--- src/rtl/pipeline_ctrl.sv ---
// Pipeline hazard / halt controller for a five-stage in-order pipeline.
// Generates PC and stage-register write enables, bubble inserts and the
// PC source select from the current hazards and a RUN/DRAIN/HALTED FSM.
// Also keeps saturating stall and flush performance counters.
module pipeline_ctrl (
    input  logic        clk,
    input  logic        reset_n,
    input  logic [4:0]  id_rs,
    input  logic [4:0]  id_rt,
    input  logic        id_uses_rs,
    input  logic        id_uses_rt,
    input  logic        de_mem_read,
    input  logic [4:0]  de_rd_reg,
    input  logic        em_take,
    input  logic        mem_busy,
    input  logic        halt_req,
    input  logic        resume,
    output logic        pc_wren,
    output logic        fd_wren,
    output logic        de_wren,
    output logic        em_wren,
    output logic        mw_wren,
    output logic        fd_clr_n,
    output logic        de_clr_n,
    output logic        em_clr_n,
    output logic        pc_sel,
    output logic        halted,
    output logic [1:0]  state,
    output logic [15:0] stall_cnt,
    output logic [15:0] flush_cnt
);

    typedef enum logic [1:0] {
        ST_RUN    = 2'd0,
        ST_DRAIN  = 2'd1,
        ST_HALTED = 2'd2
    } state_t;

    state_t      state_q, state_d;
    logic [2:0]  drain_cnt_q, drain_cnt_d;
    logic [15:0] stall_cnt_q, flush_cnt_q;

    logic lu;
    logic active;
    logic ev_busy;
    logic ev_take;
    logic ev_lu;

    // Load in EX whose destination feeds the instruction in ID (r0 never hazards).
    assign lu = de_mem_read && (de_rd_reg != 5'd0) &&
                ((id_uses_rs && (de_rd_reg == id_rs)) ||
                 (id_uses_rt && (de_rd_reg == id_rt)));

    // Events are only honoured while the pipeline is moving; priority busy > take > lu.
    assign active  = (state_q == ST_RUN) || (state_q == ST_DRAIN);
    assign ev_busy = active && mem_busy;
    assign ev_take = active && !mem_busy && em_take;
    assign ev_lu   = active && !mem_busy && !em_take && lu;

    // State, drain counter and performance counters.
    always_ff @(posedge clk) begin
        if (!reset_n) begin
            state_q     <= ST_RUN;
            drain_cnt_q <= 3'd0;
            stall_cnt_q <= 16'd0;
            flush_cnt_q <= 16'd0;
        end else begin
            state_q     <= state_d;
            drain_cnt_q <= drain_cnt_d;
            if ((ev_busy || ev_lu) && (stall_cnt_q != 16'hFFFF))
                stall_cnt_q <= stall_cnt_q + 16'd1;
            if (ev_take && (flush_cnt_q != 16'hFFFF))
                flush_cnt_q <= flush_cnt_q + 16'd1;
        end
    end

    // Next-state logic and combinational pipeline controls.
    always_comb begin
        state_d     = state_q;
        drain_cnt_d = drain_cnt_q;
        pc_wren     = 1'b1;
        fd_wren     = 1'b1;
        de_wren     = 1'b1;
        em_wren     = 1'b1;
        mw_wren     = 1'b1;
        fd_clr_n    = 1'b1;
        de_clr_n    = 1'b1;
        em_clr_n    = 1'b1;
        pc_sel      = 1'b0;

        case (state_q)
            ST_RUN: begin
                if (halt_req) begin
                    state_d     = ST_DRAIN;
                    drain_cnt_d = 3'd0;
                end
            end
            ST_DRAIN: begin
                // Stop fetching: the PC holds and a bubble enters FD each cycle.
                pc_wren  = 1'b0;
                fd_clr_n = 1'b0;
                if (!mem_busy) begin
                    drain_cnt_d = drain_cnt_q + 3'd1;
                    if (drain_cnt_d == 3'd4)
                        state_d = ST_HALTED;
                end
            end
            ST_HALTED: begin
                pc_wren = 1'b0;
                fd_wren = 1'b0;
                de_wren = 1'b0;
                em_wren = 1'b0;
                mw_wren = 1'b0;
                if (resume)
                    state_d = ST_RUN;
            end
            default: begin
                state_d = ST_RUN;
            end
        endcase

        if (ev_busy) begin
            // Full freeze so nothing in flight is lost.
            pc_wren  = 1'b0;
            fd_wren  = 1'b0;
            de_wren  = 1'b0;
            em_wren  = 1'b0;
            mw_wren  = 1'b0;
            fd_clr_n = 1'b1;
            de_clr_n = 1'b1;
            em_clr_n = 1'b1;
        end else if (ev_take) begin
            // Redirect fetch and squash the three younger instructions at once.
            pc_wren  = 1'b1;
            pc_sel   = 1'b1;
            fd_wren  = 1'b1;
            de_wren  = 1'b1;
            em_wren  = 1'b1;
            mw_wren  = 1'b1;
            fd_clr_n = 1'b0;
            de_clr_n = 1'b0;
            em_clr_n = 1'b0;
        end else if (ev_lu) begin
            // Hold PC and FD, push a single bubble into DE.
            pc_wren  = 1'b0;
            fd_wren  = 1'b0;
            de_wren  = 1'b1;
            em_wren  = 1'b1;
            mw_wren  = 1'b1;
            fd_clr_n = 1'b1;
            de_clr_n = 1'b0;
            em_clr_n = 1'b1;
        end

        // Reset dominates: everything disabled and every stage cleared.
        if (!reset_n) begin
            pc_wren  = 1'b0;
            fd_wren  = 1'b0;
            de_wren  = 1'b0;
            em_wren  = 1'b0;
            mw_wren  = 1'b0;
            fd_clr_n = 1'b0;
            de_clr_n = 1'b0;
            em_clr_n = 1'b0;
            pc_sel   = 1'b0;
        end
    end

    assign halted    = (state_q == ST_HALTED);
    assign state     = state_q;
    assign stall_cnt = stall_cnt_q;
    assign flush_cnt = flush_cnt_q;

endmodule

--- config.mk ---
export PLATFORM = sky130hd
export DESIGN_NAME = pipeline_ctrl
export DESIGN_NICKNAME = d
export VERILOG_FILES = /design/src/rtl/pipeline_ctrl.sv
export SDC_FILE = /design/constraint.sdc
export NUM_CORES = 1
export LEC_CHECK = 0
export CAP_MARGIN = 25
export CORE_UTILIZATION = 30
export CTS_BUF_LIST = sky130_fd_sc_hd__clkbuf_4 sky130_fd_sc_hd__clkbuf_8
export CTS_CLUSTER_DIAMETER = 50
export DETAILED_ROUTE_END_ITERATION = 10
export DONT_BUFFER_PORTS = 1
export GPL_ROUTABILITY_DRIVEN = 0
export GPL_TIMING_DRIVEN = 1
export MAX_ROUTING_LAYER = met4
export PLACE_DENSITY = 0.47
export SETUP_SLACK_MARGIN = 0.1
export SYNTH_ARGS = -nofsm -noshare
export SYNTH_HDL_FRONTEND = slang
export SYNTH_SLANG_ARGS = --single-unit
--- constraint.sdc ---
create_clock -name clk -period 3.16 [get_ports clk]
set_input_delay 0.948 -clock clk [delete_from_list [all_inputs] [get_ports clk]]
set_output_delay 0.948 -clock clk [all_outputs]
set_load 0.01 [all_outputs]
==> impl_metrics.toml <==
[outcome]
status = "finished clean"

[synth]
synth_area_leaders = "dfxtp_1, xnor2_1, mux2i_1, nor2_1, ha_1"
synth_fp_nets = 294
synth.distinct_cells = 45
syn_inst = 262
synth_largest_area_cell = "dfxtp_1"
syn_area_per_cell_um2 = 8.20
yosysWarnings = 0
synth-edff-count = 0
synth_flop_cell = "dfxtp_1"
mappedNetlistArea_um2 = 2150
yosysTopAreaCellShare_pct = 34.5
ys_seq_area_share_pct = 34.5
ys_ff_latch = 37
ys_async_sr_fraction_pct = 0

[clock_tree]
clkTransAtPathRegs_ns = 0.08
cts_buffers = 5
cts_tree = "built"
cts_max_level = 2
clock_path_buffers = 2
numClockSinks = 37
cts_root_buf = "clkbuf_8"
post_cts_buffers = 0
worstSkewPairLatency_ns = 0.29

[routing]
drc = 0
first_pass_iters = 4
vias = 1823
antenna_left = 0
vias_per_cell = 5.05
initialDrtViolationCount = 28
drt_wl_total_mm = 5.00
wire_per_inst_um = 13.8

[grt]
grt_pass1_vias = 1792
grt_max_degree = 25
grt_overflow_total = 0
antenna_found_initial = 0
grtUsageTotal_pct = 15.0
grt_pass1_wl_mm = 8.57

[sta]
fmax_mhz = 345
relSlewSlack_pct = 64.4
fin_crit_ns = 2.90
setup_slack_ns = 0.263
fin_crit_sh_pct = 91.7
rsz0062_at_grt = "false"
setup_viol = 0
hold_viol_final = 0
setup-tns-final_ns = 0
worst_pin_slew_ns = 0.531
slew_violations = 0
fin_worst_hold_slack_ns = 0.524
skew_ns = 0.0108

[floorplan]
rows = 30
initial_utilization_pct = 31.3
fp.dieH_um = 86.6
ios = 68
die-area_um2 = 7500
coreArea_um2 = 6870
die_w_um = 86.6

[critical_path]
worstPathArrival_ns = 1.95
cp-start-kind = "input port"
r2r_cells = 7
crit_end = "fd_wren"
rr_endpoint = "flush_cnt[4]$_SDFFE_PN0P_"
cp-startpoint = "de_rd_reg[1]"
endpoint_kind = "primary output"
crit_type = "in -> out"
r2r_setup_slack_ns = 0.84
timing.rr.start = "flush_cnt[0]$_SDFFE_PN0P_"
crit_path_max_fanout = 4
critical_path_required_ns = 2.21

[cells_and_area]
fillCellCount = 726
drive_above_1_share_pct = 9.06
antenna_cells = 0
finalInstanceArea_um2 = 2400
layout_commonest_cell = "dfxtp_1"
nNetsFinal = 296
area_growth_pct = 11.9
layout_common_cells = "dfxtp_1, nor2_1, nand2_1"

[power]
ir_drop_uv = 208
power.density_nw_per_um2 = 545
p_leak_nw = 0.795

[placed_design]
placed_cell_area_um2 = 2260
pre_cts_slack_ns = 0.237
port_buffers = 0
dp_hpwl_mm = 3.68

[run]
max_cap_viol_count = 0

[hold_path]
hold_path.class = "reg -> reg"
[per-layer routing]
metal	vias up	routed length (um)	GRT usage, %
met3	7	237	4.38
met1	842	2450	18.7
met4	0	56	4.09
met2	34	2250	23.4
li1	940	-	-
met5	-	0	-
[kinds of logic after synthesis]
| family | synth area share, % |
|---|---|
| xor+xnor | 8.56 |
| fa+ha+maj | 4.66 |
| mux | 5.59 |
| compound gates | 11.0 |
| buf+inv | 3.61 |
| flops | 34.5 |
| simple gates | 32.1 |
[area by class of cell]
cell class / count / area [um2] / share of cell area (%)
clock buffers: 6 / 82.6 / 3.43
inverters: 7 / 26.3 / 1.09
clock inverters: 2 / 37.5 / 1.56
flip-flops and latches: 37 / 743 / 30.9
repair buffers: 6 / 45.0 / 1.87
multi-input cells: 207 / 1350 / 56.1
well taps: 96 / 120 / 4.99
[stage by stage]
step                      power, mW  util, %  cells
after floorplan               0.806        -    262
after detailed placement      0.876     32.9    353
final                          1.31     35.0    361
after global routing           1.40     35.0    361
after CTS                      1.31     34.7    361
after global placement        0.877     32.9    353
[registers in the layout, summed over array words and instances, names as in the netlist]
register     flops
flush_cnt       16
stall_cnt       16
drain_cnt_q      3
state            2
[worst min-delay path by stage]
| stage | startpoint | to | depth (start not counted) |
|---|---|---|---|
| 2_1_floorplan | drain_cnt_q[2]$_SDFFE_PN0P_ | drain_cnt_q[2]$_SDFFE_PN0P_ | 2 |
| 3_3_place_gp | drain_cnt_q[2]$_SDFFE_PN0P_ | drain_cnt_q[2]$_SDFFE_PN0P_ | 2 |
| 3_5_place_dp | drain_cnt_q[2]$_SDFFE_PN0P_ | drain_cnt_q[2]$_SDFFE_PN0P_ | 2 |
| 4_1_cts | stall_cnt[8]$_SDFFE_PN0P_ | stall_cnt[8]$_SDFFE_PN0P_ | 2 |
| 5_1_grt | stall_cnt[8]$_SDFFE_PN0P_ | stall_cnt[8]$_SDFFE_PN0P_ | 2 |
| 6_report | stall_cnt[8]$_SDFFE_PN0P_ | stall_cnt[8]$_SDFFE_PN0P_ | 2 |
[repair_timing]
action,CTS,global route
endpoints found under the setup margin,0,3
hold buffers,0,0
resized for setup,0,6
[where the power goes]
part	internal, mW	switching [mW]
logic	0.131	0.194
clock network	0.257	0.177
registers	0.495	0.0567
[synthesized netlist by cell type, types with 8 or more instances]
cell type	number
xnor2_1	18
ha_1	8
nand3_1	16
nor2_1	27
a21oi_1	11
o21ai_0	8
nand2_1	26
nand2b_1	9
dfxtp_1	37
mux2i_1	12
[worst max-delay path, stage by stage]
cell     delay (ns)
xnor2_1        0.17
nand4_1        0.12
o22ai_1        0.19
and3_4         0.23
o21ai_0        0.06
and3_1         0.22
Power figures use the tool's default switching activity.
